==> config.mk <==
export PLATFORM = sky130hd
export DESIGN_NAME = apb_i2c_arbiter
export DESIGN_NICKNAME = d
export VERILOG_FILES = /design/src/rtl/apb_arb_pkg.sv /design/src/rtl/apb_arb_rr2.sv /design/src/rtl/apb_i2c_arbiter.sv
export SDC_FILE = /design/constraint.sdc
export NUM_CORES = 1
export LEC_CHECK = 0
export CAP_MARGIN = 20
export CORE_MARGIN = 8
export CORE_UTILIZATION = 25
export DETAILED_ROUTE_END_ITERATION = 16
export GPL_TIMING_DRIVEN = 0
export PLACE_DENSITY_LB_ADDON = 0.05
export SLEW_MARGIN = 25
export SYNTH_ARGS = -nofsm -noshare
export SYNTH_HDL_FRONTEND = slang
export SYNTH_SLANG_ARGS = --single-unit
==> constraint.sdc <==
create_clock -name PCLK -period 2.3 [get_ports PCLK]
set_input_delay 0.46 -clock PCLK [delete_from_list [all_inputs] [get_ports PCLK]]
set_output_delay 0.46 -clock PCLK [all_outputs]
set_load 0.02 [all_outputs]
==> src/rtl/apb_arb_pkg.sv <==
// rtl/apb_arb_pkg.sv - shared state encoding and default sizing for the APB arbiter
package apb_arb_pkg;

    typedef enum logic [1:0] {
        ST_IDLE   = 2'd0,
        ST_SETUP  = 2'd1,
        ST_ACCESS = 2'd2
    } arb_state_t;

    localparam int DEF_ADDR_W  = 8;
    localparam int DEF_DATA_W  = 8;
    localparam int DEF_TIMEOUT = 255;

endpackage

==> src/rtl/apb_arb_rr2.sv <==
// rtl/apb_arb_rr2.sv - two-way round-robin grant, one-hot output
module apb_arb_rr2 (
    input  logic       valid0,
    input  logic       valid1,
    input  logic       last_grant,
    output logic [1:0] grant
);

    always_comb begin
        grant = 2'b00;
        if (valid0 && valid1) begin
            // On a tie, favour whoever was not served last.
            grant = last_grant ? 2'b01 : 2'b10;
        end else if (valid0) begin
            grant = 2'b01;
        end else if (valid1) begin
            grant = 2'b10;
        end
    end

endmodule

==> src/rtl/apb_i2c_arbiter.sv <==
// rtl/apb_i2c_arbiter.sv - two-requester APB master with round-robin arbitration and access timeout
module apb_i2c_arbiter
    import apb_arb_pkg::*;
#(
    parameter int ADDR_W  = DEF_ADDR_W,
    parameter int DATA_W  = DEF_DATA_W,
    parameter int TIMEOUT = DEF_TIMEOUT
) (
    input  logic              PCLK,
    input  logic              PRESET,
    input  logic              req0_valid,
    input  logic              req0_write,
    input  logic [ADDR_W-1:0] req0_addr,
    input  logic [DATA_W-1:0] req0_wdata,
    output logic              req0_ready,
    output logic              req0_done,
    output logic              req0_err,
    output logic [DATA_W-1:0] req0_rdata,
    input  logic              req1_valid,
    input  logic              req1_write,
    input  logic [ADDR_W-1:0] req1_addr,
    input  logic [DATA_W-1:0] req1_wdata,
    output logic              req1_ready,
    output logic              req1_done,
    output logic              req1_err,
    output logic [DATA_W-1:0] req1_rdata,
    output logic              PSELx,
    output logic              PENABLE,
    output logic              PWRITE,
    output logic [ADDR_W-1:0] PADDR,
    output logic [DATA_W-1:0] PWDATA,
    input  logic              PREADY,
    input  logic [DATA_W-1:0] PRDATA
);

    localparam int CNT_W = $clog2(TIMEOUT + 1);

    arb_state_t        state;
    logic              owner;
    logic              last_grant;
    logic [CNT_W-1:0]  wait_cnt;
    logic [1:0]        grant;
    logic [1:0]        accept;
    logic [1:0]        done_q;
    logic [1:0]        err_q;
    logic [DATA_W-1:0] rdata_q [2];

    apb_arb_rr2 u_rr2 (
        .valid0     (req0_valid),
        .valid1     (req1_valid),
        .last_grant (last_grant),
        .grant      (grant)
    );

    // Ready is only offered while idle and never during a reset cycle.
    assign accept     = (state == ST_IDLE && !PRESET) ? grant : 2'b00;
    assign req0_ready = accept[0];
    assign req1_ready = accept[1];
    assign req0_done  = done_q[0];
    assign req1_done  = done_q[1];
    assign req0_err   = err_q[0];
    assign req1_err   = err_q[1];
    assign req0_rdata = rdata_q[0];
    assign req1_rdata = rdata_q[1];

    always_ff @(posedge PCLK) begin
        if (PRESET) begin
            state      <= ST_IDLE;
            owner      <= 1'b0;
            last_grant <= 1'b1;
            wait_cnt   <= '0;
            PSELx      <= 1'b0;
            PENABLE    <= 1'b0;
            PWRITE     <= 1'b0;
            PADDR      <= '0;
            PWDATA     <= '0;
            done_q     <= 2'b00;
            err_q      <= 2'b00;
            rdata_q[0] <= '0;
            rdata_q[1] <= '0;
        end else begin
            done_q <= 2'b00;
            err_q  <= 2'b00;
            case (state)
                ST_IDLE: begin
                    if (|grant) begin
                        owner      <= grant[1];
                        last_grant <= grant[1];
                        PWRITE     <= grant[1] ? req1_write : req0_write;
                        PADDR      <= grant[1] ? req1_addr  : req0_addr;
                        PWDATA     <= grant[1] ? req1_wdata : req0_wdata;
                        PSELx      <= 1'b1;
                        PENABLE    <= 1'b0;
                        state      <= ST_SETUP;
                    end
                end
                ST_SETUP: begin
                    PENABLE  <= 1'b1;
                    wait_cnt <= '0;
                    state    <= ST_ACCESS;
                end
                ST_ACCESS: begin
                    if (PREADY) begin
                        PSELx          <= 1'b0;
                        PENABLE        <= 1'b0;
                        done_q[owner]  <= 1'b1;
                        rdata_q[owner] <= PWRITE ? '0 : PRDATA;
                        state          <= ST_IDLE;
                    end else if (wait_cnt == CNT_W'(TIMEOUT - 1)) begin
                        PSELx          <= 1'b0;
                        PENABLE        <= 1'b0;
                        done_q[owner]  <= 1'b1;
                        err_q[owner]   <= 1'b1;
                        rdata_q[owner] <= '0;
                        state          <= ST_IDLE;
                    end else begin
                        wait_cnt <= wait_cnt + CNT_W'(1);
                    end
                end
                default: state <= ST_IDLE;
            endcase
        end
    end

endmodule

# Word-level counts from Yosys, hierarchy flattened

Memory sizes are Yosys's and may differ from the RTL's.
Index checks and enable logic that the tools add are counted.

Add/subtract/negate cells: 1
$mul: 0
Div/mod/pow operators: 0
Order comparisons: 2
Equal/unequal tests: 7
Shifts and indexed selects: 0
Multiplexer cells: 41
Bitwise gates (word level): 2
Reduce and logical (&&, ||, !) cells: 17

Operators with widths:

| cell                                                        | number |
|---|---|
| two-way mux 8 bit                                           | 7 |
| two-way mux 2 bit                                           | 10 |
| two-way mux 1 bit                                           | 19 |
| one-hot mux 8 bit (2 select lines)                          | 1 |
| AND reduction 3 bit                                         | 3 |
| adder 8 x 1 -> 8 bit (second input constant)                | 1 |
| == test 8 bit (second input constant)                       | 1 |
| OR reduction 8 bit                                          | 1 |
| one-hot mux 2 bit (3 select lines)                          | 1 |
| != test 2 bit (second input constant)                       | 2 |
| AND reduction 2 bit                                         | 2 |
| nonzero test 2 bit                                          | 2 |
| OR reduction 2 bit                                          | 2 |
| logical AND 1 bit                                           | 3 |
| != test 3 bit (second input constant)                       | 1 |
| one-hot mux 1 bit (3 select lines)                          | 1 |
| nonzero test 3 bit                                          | 1 |
| OR reduction 3 bit                                          | 1 |
| == test 2 x 1 -> 1 bit (second input constant)              | 1 |
| == test 2 bit (second input constant)                       | 1 |
| zero test 2 bit                                             | 1 |
| less-than comparator 1 x 2 -> 1 bit (second input constant) | 1 |
| != test 2 x 1 -> 1 bit (second input constant)              | 1 |
| one-hot mux 1 bit (2 select lines)                          | 1 |
| other kinds (5)                                             | 5 |

Register bits: 35
Bits in latches: 0
Bits in writable memories: 16
Memory bits (read-only): 0
Input port bits: 47
Output and inout port bits: 41
Word-level logic and storage cells: 82
Memories: 1

Memories:

| name    | depth | width | rd ports | clocked after memory_dff | write ports | line                  | source |
|---|---|---|---|---|---|---|---|
| rdata_q | 2     | 8     | 2        | 0                        | 2           | apb_i2c_arbiter.sv:46 | `logic [DATA_W-1:0] rdata_q [2];` |

# Depth between registers and ports, before layout

Gate-level depths: netlist of run 1.

Depth in word-level cells: 9
Mapped depth: 7
Depth with buffers taken out: 6

# Modules after synthesis

A second synthesis of run 1 with hierarchy kept.

Cell total of the unflattened synthesis: 206
Area total of the unflattened synthesis: 2198.4 sq um

By module, submodules not included:

| module          | times used | cells each | area each (sq um) | seq. area each (sq um) |
|---|---|---|---|---|
| apb_i2c_arbiter | 1          | 203        | 2179.6            | 1181.1 |
| apb_arb_rr2     | 1          | 3          | 18.8              | 0.0 |

# Worst setup path after synthesis of run 1

No wires, ideal clock.

Kind: flip-flop to flip-flop
Start: reg wait_cnt[0]
End: mem rdata_q[0][0] in the netlist's numbering (enable)
Setup time: 0.387 ns
Arrival: 1.619 ns
Required time: 1.913 ns
Setup slack: 0.294 ns
Cell stages (with the launch flop): 6
Buffers on the path: 0
Period minus slack after synthesis: 2.006 ns
Cell sequence: dfxtp_1 inv_1 ha_1 and4_4 a21oi_1 o31ai_1

RTL lines:

| what                   | line                   | source |
|---|---|---|
| from (decl)            | apb_i2c_arbiter.sv:41  | `logic [CNT_W-1:0] wait_cnt;` |
| from (signal assigned) | apb_i2c_arbiter.sv:117 | `wait_cnt <= wait_cnt + CNT_W'(1);` |
| to (decl)              | apb_i2c_arbiter.sv:46  |  |

# Worst setup path in the final report of run 1

Start: in PRESET
End: out req0_ready

Longest elaborated chain between the ends: 3

RTL lines:

| what              | line                  | source |
|---|---|---|
| from (decl)       | apb_i2c_arbiter.sv:10 | `input logic PRESET,` |
| zero test 1 bit   | apb_i2c_arbiter.sv:56 | `assign accept = (state == ST_IDLE && !PRESET) ? grant : 2'b00;` |
| logical AND 1 bit | apb_i2c_arbiter.sv:56 |  |
| two-way mux 2 bit | apb_i2c_arbiter.sv:56 |  |
| to (decl)         | apb_i2c_arbiter.sv:15 | `output logic req0_ready,` |

Every way passes these cells.

==> flow_summary.yaml, run 1 <==
synthesis:
  synth_edf_count: 16
  ys_top_cells_by_count: "41 x nor2_1, 35 x dfxtp_1, 18 x mux2i_1, 17 x a211oi_1, 16 x edfxtp_1"
  ys_types: 44
  synth_fp_nets: 270
  synth_seq_cells: 51
  yosysTopAreaCellShare_pct: 31.5
  ys.flop_type: "dfxtp_1"
  syn_area_per_cell_um2: 10.0
  ys_async_sr_fraction_pct: 0
  ys_warn_count: 0
  synth_top_cell_by_area: "dfxtp_1"
  synth_most_common_cell: "nor2_1"
  synth_cells: 221
  ys_seq_area_share_pct: 53.2
  synth.area.top_cells: "dfxtp_1 32%, edfxtp_1 22%, mux2i_1 8.1%, nor2_1 6.9%, a211oi_1 5.7%"
  syn-cell-area_mm2: 0.00222
detailed_routing:
  wire_per_inst_um: 15.1
  routed_wl_mm: 6.40
  drt-initial-drc-count: 77
  dr.pass1.iters: 4
  dr_total_vias: 1927
  via_per_inst: 4.53
  drc: 0
  ant_nets: 0
timing:
  period_share_pct: 94.4
  max_freq_mhz: 461
  slew_headroom_pct: 47.7
  hold_viol: 0
  rsz0062_at_grt: "no"
  tightest_slew_ns: 0.779
  fin_setup_tns_ns: 0
  fin_crit_ns: 2.17
  skew_ns: 0.00987
  drv_slew: 0
  setup_viol: 0
  holdWs_ns: 0.504
power_and_ir_drop:
  power_frac_seq_pct: 45.4
  power_per_cell_area_mw_per_mm2: 668
  p_int_uw: 1660
  combPwrFrac_pct: 21.3
  p_clk_share_pct: 33.3
  swShare_pct: 26.3
  vdd_drop_max_v: 0.000407
  leakage_uw: 0.00122
  p_switching_uw: 592
flow_run:
  max_cap_viol_count: 0
cells_and_area:
  drive_above_1_share_pct: 8.20
  diodes: 0
  syn_to_final_growth_pct: 51.9
  finalInstanceArea_mm2: 0.00337
  fin_nets: 365
place:
  gp_congestion: 0.759
  port_buffers: 87
  hpwl_mm: 4.86
  placed_area_mm2: 0.00323
grt:
  grt_pass1_vias: 2015
  grt_pass1_wl_mm: 10.3
  grt_max_degree: 17
  track_usage_pct: 10.9
  grt_overflow: 0
  antenna_found_initial: 0
worst_setup_path:
  cp.arrival_ns: 1.71
  worstPathMaxFanout: 6
  worstSetupEndpointType: "output pin"
  cp.required_ns: 1.84
  critPathLaunchType: "input port"
  crit_type: "in -> out"
outcome:
  run_status: "finished clean"
clock_network:
  holdBufCountCts: 0
  clock_path_buffers: 2
  cts_max_level: 2
  cts_tree: "done"
  worstSkewPairLatency_ns: 0.31
  path_clk_slew_ns: 0.10
  cts-root-buf: "clkbuf_8"
  cts_num_sinks: 51
  cts_buffers: 5
hold_path:
  worstHoldPathType: "reg -> reg"
floorplan:
  num_rows: 34
  start_util_pct: 25.6
  die_h_um: 110
  io_pins: 88
  die-area_mm2: 0.0122
  core-area_mm2: 0.00868
  die-width_um: 110
## worst max-delay path: stages
cell and delay [ns]:
clkdlybuf4s50_1 0.51, inv_2 0.18, o2111a_1 0.20, dlygate4sd2_1 0.35
## worst paths after layout
path / startpoint / end / slack (ns) / cells after the start
hold reg to reg: PADDR[3]$_SDFFE_PP0P_ / PADDR[3]$_SDFFE_PP0P_ / 0.50 / 2
hold / removal: PADDR[3]$_SDFFE_PP0P_ / PADDR[3]$_SDFFE_PP0P_ / 0.50 / 2
setup / recovery: PRESET / req0_ready / 0.13 / 4
setup reg to reg: wait_cnt[0]$_SDFFE_PP0P_ / rdata_q[0][5]$_SDFFCE_PN0P_ / 0.30 / 5
## sequential cells by signal, summed over array words and instances (netlist names), 2 cells and up
register,cells
done_q,2
rdata_q,16
PWDATA,8
err_q,2
state,2
wait_cnt,8
PADDR,8
## per-stage QoR
step	total power (uW)	util (%)	setup slack, ns	cells
final	2250	38.9	0.130	425
after global routing	2370	38.9	0.0363	425
after CTS	2290	38.7	0.0693	424
after detailed placement	1530	37.2	-0.394	416
after global placement	1530	37.2	-0.492	416
after floorplan	1280	-	0.294	221
## layout make-up
cell class | instances | area (um2)
Sequential cell | 51 | 1180
Tap cell | 108 | 135
Multi-Input combinational cell | 151 | 950
Inverter | 6 | 22.5
Buffer | 13 | 76.3
Fill cell | 921 | 5310
Clock inverter | 3 | 67.6
Clock buffer | 5 | 68.8
Timing Repair Buffer | 88 | 872
## cell families after synthesis
| logic type | after synthesis | synth area share [%] |
|---|---|---|
| compound gates | 44 | 14.2 |
| xor+xnor | 1 | 0.394 |
| fa+ha+maj | 2 | 1.13 |
| buf+inv | 19 | 4.45 |
| flops | 51 | 53.2 |
| mux | 18 | 8.11 |
| simple gates | 86 | 18.5 |
## timing repair
action	CTS	global route
setup buffers	0	1
resized for setup	6	1
setup endpoints to repair	2	9
cloned	0	0
## placed cells by master, fill, tap and decap left out, drive strengths merged, types with 2 or more instances in the layout
cell and count:
ha 2, nor4 4, nand3 3, or2 2, nand4 4, and3 2, bufinv 2, mux2i 18
o21ai 4, buf 11, nor2b 3, nor3 4, a31oi 2, o31ai 3, nor2 42, a211oi 17
nand2 14, o211ai 3, nand2b 4, edfxtp 16, a21oi 5, clkdlybuf4s50 85, inv 6, dfxtp 35
clkbuf 9
## power by group through the flow
stage                     logic, uW  clock network [uW]  registers (uW)
after floorplan                 175                   0            1110
after global placement          489                   0            1040
after detailed placement        489                   0            1040
after CTS                       489                 776            1020
after global routing            524                 811            1030
final                           480                 749            1020
## per-layer routing
layer  vias up  part of all wire [%]  global-route usage, %
met5         -                     0                      0
met4         0                   1.7                   3.90
met3         9                   9.3                   5.06
met2        61                    45                   17.1
met1       867                    44                   12.7
li1        990                     -                      -
No activity file was read; power rests on OpenSTA's default activity.
==> inputs of run 2 (changes only) <==
- PLACE_DENSITY_LB_ADDON: 0.05 -> not set
==> run 2 against run 1 <==
Non-clock buffer count is 1 lower. Global-route usage is 0.74 points lower. Core utilization fell by 0.087 points. Critical path depth rose by 2. First-iteration DRC count is 36% lower. Via count grew 1.7%. Clock skew is 0.0023 ns lower. Die area unchanged. Largest power group unchanged.
==> flow_summary.yaml, run 2 (synthesis results as in run 1) <==
outcome:
  run_status: "finished clean"
cells_and_area:
  syn_to_final_growth_pct: 51.5
  final_common_cell: "clkdlybuf4s50_1"
  diodes: 0
  top_register: "rdata_q"
  drive_above_1_share_pct: 7.59
  fin_cells: 424
  largest_register_ffs: 16
  post-route-util_pct: 38.8
  fin_nets: 364
  most-common-layout-cells: "85 x clkdlybuf4s50_1, 41 x nor2_1, 35 x dfxtp_1"
timing:
  drv_slew: 0
  period_share_pct: 96.7
  setup_viol: 0
  rsz0062_at_grt: "no"
  holdWs_ns: 0.503
  fin_crit_ns: 2.22
  max_freq_mhz: 450
  hold_viol: 0
  fin_ws_ns: 0.0759
  skew_ns: 0.00757
  slew_headroom_pct: 49.5
  tightest_slew_ns: 0.753
grt:
  grt_pass1_vias: 1936
  grt_pass1_wl_mm: 9.58
  grt_max_degree: 17
  antenna_found_initial: 0
  track_usage_pct: 10.1
  grt_overflow: 0
floorplan:
  io_pins: 88
  start_util_pct: 25.6
  die-width_um: 110
  core-area_mm2: 0.00868
  num_rows: 34
  die_h_um: 110
  die-area_mm2: 0.0122
detailed_routing:
  drt-initial-drc-count: 49
  ant_nets: 0
  via_per_inst: 4.62
  wire_per_inst_um: 15.0
  routed_wl_mm: 6.37
  dr_total_vias: 1959
  dr.pass1.iters: 4
  drc: 0
flow_run:
  max_cap_viol_count: 0
power_and_ir_drop:
  finalPower_uw: 2240
  power_per_cell_area_mw_per_mm2: 666
  vdd_drop_max_v: 0.000280
  leakage_uw: 0.00122
place:
  dp_worst_setup_slack_ns: -0.404
  gp_congestion: 0.770
  hpwl_mm: 4.92
  port_buffers: 87
  placed_cells: 416
worst_setup_path:
  crit_type: "in -> out"
  rrSetupSlack_ns: 0.21
  cp.arrival_ns: 1.76
  path_buf_inv: 4
  critical_path.top_delay_family: "buffers and inverters"
  critPathLaunchType: "input port"
  worstSetupEndpointType: "output pin"
  slowest_delay_ns: 0.52
  cp.required_ns: 1.84
  cp_slowest_cell: "clkdlybuf4s50_1"
  worstPathMaxFanout: 9
  crit_chain: "clkdlybuf4s50_1 -> inv_1 -> a21oi_1 -> buf_6 -> and3_1 -> buf_2"
clock_network:
  cts_tree: "done"
  path_clk_slew_ns: 0.10
  cts_max_level: 2
  cts_num_sinks: 51
  clock_path_buffers: 2
  ctsResizeCount: 7
  cts_buffers: 5
  post_cts_buffers: 0
  holdBufCountCts: 0
  cts-root-buf: "clkbuf_8"
  worstSkewPairLatency_ns: 0.30
hold_path:
  worstHoldPathType: "reg -> reg"
==> run 2: changes by cell type in the layout (fill, tap and decap cells not counted) <==
cell / change
buf_6: +1
a21oi_2: -1
buf_4: -2
a21oi_1: +1
==> run 2: area by class of cell <==
type	count	area, um2
multi-input combinational	151	946
clock buffer	5	68.8
sequential	51	1180
buffer	13	80.1
timing repair buffer	87	865
fill	903	5310
inverter	6	22.5
clock inverter	3	67.6
tap	108	135
==> run 2: path summary, 6_finish.rpt <==
kind / from / to / cells past startpoint
max reg2reg: wait_cnt[0]$_SDFFE_PP0P_ / rdata_q[1][6]$_SDFFCE_PN0P_ / 6
min reg2reg: PADDR[2]$_SDFFE_PP0P_ / PADDR[2]$_SDFFE_PP0P_ / 2
min: PADDR[2]$_SDFFE_PP0P_ / PADDR[2]$_SDFFE_PP0P_ / 2
max: req1_valid / req1_ready / 6
==> run 2: per-layer routing <==
metal | vias up | wire (um) | global-route usage [%]
met3 | 11 | 710 | 5.12
li1 | 988 | - | -
met5 | - | 0 | 0
met1 | 887 | 2840 | 12.3
met2 | 73 | 2720 | 15.3
met4 | 0 | 100 | 3.33
==> run 2: worst min-delay path, delay by kind of cell (launching register included) <==
kind | cells | cell delay [ns]
DFF | 1 | 0.32
AOI/OAI and AO/OA | 1 | 0.05
and+or+nand+nor | 1 | 0.09
==> run 2: power breakdown <==
| part | total (uW) | switching [uW] | internal [uW] | leakage [uW] |
|---|---|---|---|---|
| combinational | 479 | 239 | 239 | 0.000699 |
| sequential | 1020 | 36.6 | 987 | 0.000453 |
| clock | 740 | 306 | 434 | 0.0000644 |
==> run 2: through the flow <==
step,cell area (um2),TNS [ns]
floorplan,2220,0
global placement,3230,-3.28
detailed placement,3230,-0.633
CTS,3370,0
global route,3370,0
finish,3370,0
==> inputs of run 3 (changes only) <==
- CAP_MARGIN: 20 -> 30
==> results of run 3 <==
Same layout as run 2: the final DEF is identical, and so are final timing and power.
==> edit: new RTL, flow settings as in run 3 <==
Put a register stage on the outputs `req0_err` and `req1_err`, cleared by the reset. The values now appear one clock later. The other outputs are not delayed to match.
--- a/src/rtl/apb_i2c_arbiter.sv
+++ b/src/rtl/apb_i2c_arbiter.sv
@@ -59,6 +59,13 @@
     assign req0_done  = done_q[0];
     assign req1_done  = done_q[1];
-    assign req0_err   = err_q[0];
-    assign req1_err   = err_q[1];
+    always_ff @(posedge PCLK) begin
+        if (PRESET) begin
+            req0_err <= '0;
+            req1_err <= '0;
+        end else begin
+            req0_err <= err_q[0];
+            req1_err <= err_q[1];
+        end
+    end
     assign req0_rdata = rdata_q[0];
     assign req1_rdata = rdata_q[1];
Function: same outputs for any inputs over 10 cycles, from zero or initial values and one cycle with PRESET high; that may be too few to reach the edited logic, so the function may still have changed.
==> edit against run 3 <==
Sequential cell count rose by 2; total power fell by 9.5%; synthesized cell count fell by 4.5%; routed wire length fell by 4.2%; critical endpoint is now req0_ready; area after synthesis rose by 0.73%; setup slack improved by 61 ps; via count fell by 3.8%; non-clock buffer count fell by 2; largest power group unchanged; cell area fell by 0.33%.
==> edit: results (changes against run 3) <==
- Final Net Count: 354 (was 364)
- Netlist cell types: 38 (was 44)
- Fraction of layout instances using a drive strength above 1: 6.863% (was 7.595%)
- Hold Crit Start: err_q[0]$_SDFF_PP0_ (was PADDR[2]$_SDFFE_PP0P_)
- Top cells by area, synth: dfxtp_1 33%, edfxtp_1 21%, mux2i_1 8.1% (was dfxtp_1 32%, edfxtp_1 22%, mux2i_1 8.1%)
- Cell Count Post-Placement: 406 (was 416)
- Initial DRC Count: 99 (was 49)
- Worst skew pair latency: 300 ps (about the same)
- Pre-CTS setup slack: -620.1 ps (was -403.9 ps)
- Worst path max stage delay: 510 ps
- Ant. Diodes: 0 (unchanged)
- Peak fanout along the critical path: 12 (was 9)
- RR Endpoint: rdata_q[0][6]$_SDFFCE_PN0P_ (was rdata_q[1][6]$_SDFFCE_PN0P_)
- RePlAce Congestion: 0.7874 (was 0.7701)
- Synth top cells by count: 37 x dfxtp_1, 27 x nor2_1, 18 x a211oi_1, 18 x mux2i_1 (was 41 x nor2_1, 35 x dfxtp_1, 18 x mux2i_1, 17 x a211oi_1, 16 x edfxtp_1)
- Worst Skew: 10.46 ps (was 7.566 ps)
- CP Launch Point: PRESET (was req1_valid)
- CTS clk-pin slew, worst paths: 90 ps
- Mapped Avg Cell Area: 10.60 µm² (was 10.05 µm²)
- Worst hold path depth: 1 (was 2)
- Async SR Flop Fraction: 0% (unchanged)
- Via count: 1885 (was 1959)
- # H-tree levels: 2 (unchanged)
- Synth Net Count: 260 (was 270)
- R2R cell count: 5 (was 6)
- Placed inst area: 3243 µm² (was 3232 µm²)
- Outcome: finished clean (unchanged)
- Largest net degree at the start of global routing: 20 (was 17)
- R2r setup slk: 310 ps (was 210 ps)
- Lkg Pwr: 1.247 nW (was 1.216 nW)
- Largest register by flop count: rdata_q (unchanged)
- Port bufs: 87 (unchanged)
- Met2 Use GR: 15.86% (was 15.28%)
- Global-route met1 utilization: 11.14% (was 12.28%)
- Hold Crit Endpoint: req0_err$_SDFF_PP0_ (was PADDR[2]$_SDFFE_PP0P_)
- Post-synth EDFFs: 16 (unchanged)
- WP data arrival: 1700 ps (was 1760 ps)
- Met3 Usage GRT: 4.221% (was 5.116%)
- Initial antenna violation count: 0 (unchanged)
- Clk root buf: clkbuf_8 (unchanged)
- GRT Resource Usage Total: 9.707% (was 10.14%)
- Worst ir drop on vdd: 0.2637 mV (was 0.2799 mV)
- Worst slew margin: 56.37% (was 49.48%)
- DP HPWL: 4.812 mm (was 4.924 mm)
- Routed WL per cell: 14.74 µm (was 15.02 µm)
- Seq/Total Area, Yosys: 54.59% (was 53.18%)
- Reg2reg start: wait_cnt[1]$_SDFFE_PP0P_ (was wait_cnt[0]$_SDFFE_PP0P_)
- Final hold slack: 448.1 ps (was 502.6 ps)
- Synth Warn #: 0 (unchanged)
- Number of global-route vias before repair: 1950 (was 1936)
- Non-Filler Instances: 414 (was 424)
- First-pass GRT wire length: 9.922 mm (was 9.584 mm)
==> edit: cell types whose count changed after synthesis, moves of 3 or more <==
cell	run 3	this run
nand2_1	14	8
and3_1	2	6
nor4_1	3	0
nor2_1	41	27
and2_1	0	16
o21ai_0	2	6
==> edit: how the worst max path moves through the flow <==
stage | end | slack [ps]
after floorplan | rdata_q[0][0]$_SDFFCE_PN0P_ | 230
after global placement | req1_ready | -610
after detailed placement | req1_ready | -620
after CTS | req1_ready | 20
after global routing | req0_ready | 60
final | req0_ready | 140
==> edit: cell families (layout without fill, tap and decap cells) <==
| logic type | count (synthesis) | count (layout) | share of synthesized area [%] |
|---|---|---|---|
| and+or+nand+nor | 80 | 80 | 18.96 |
| DFF | 53 | 53 | 54.59 |
| AOI/OAI and AO/OA | 41 | 41 | 13.09 |
| muxes | 18 | 18 | 8.054 |
| buffers and inverters | 16 | 111 | 3.803 |
| adders and majority gates | 2 | 2 | 1.118 |
| xor gates and xnor gates | 1 | 1 | 0.3916 |
==> edit: repair_timing <==
action	CTS	global route
setup endpoints to repair	10	9
setup buffers	0	2
gates resized for setup	10	3
==> edit: critical path, delay by kind of cell <==
| kind | cells | cell delay [ps] |
|---|---|---|
| buf+inv | 3 | 1030 |
| compound gates | 1 | 210 |
==> edit: per-layer routing <==
layer	wire [µm]	part of all wire, %
met1	2774	45
met2	2774	45
met3	465	7.6
met4	89	1.5
met5	0	0
==> edit: report_power, final <==
part | switching [W] | internal (W)
Combinational | 0.000229 | 0.000239
Sequential | 0.0000385 | 0.00102
Clock | 0.000288 | 0.000212
==> edit: cell type report <==
type,instances,area [µm²]
fillers,856,5366
flip-flops and latches,53,1221
well taps,108,135.1
inverters,5,21.27
repair buffers,89,879.6
clock buffers,6,72.57
plain buffers,9,67.56
clock inverters,2,11.26
multi-input cells,142,945.9
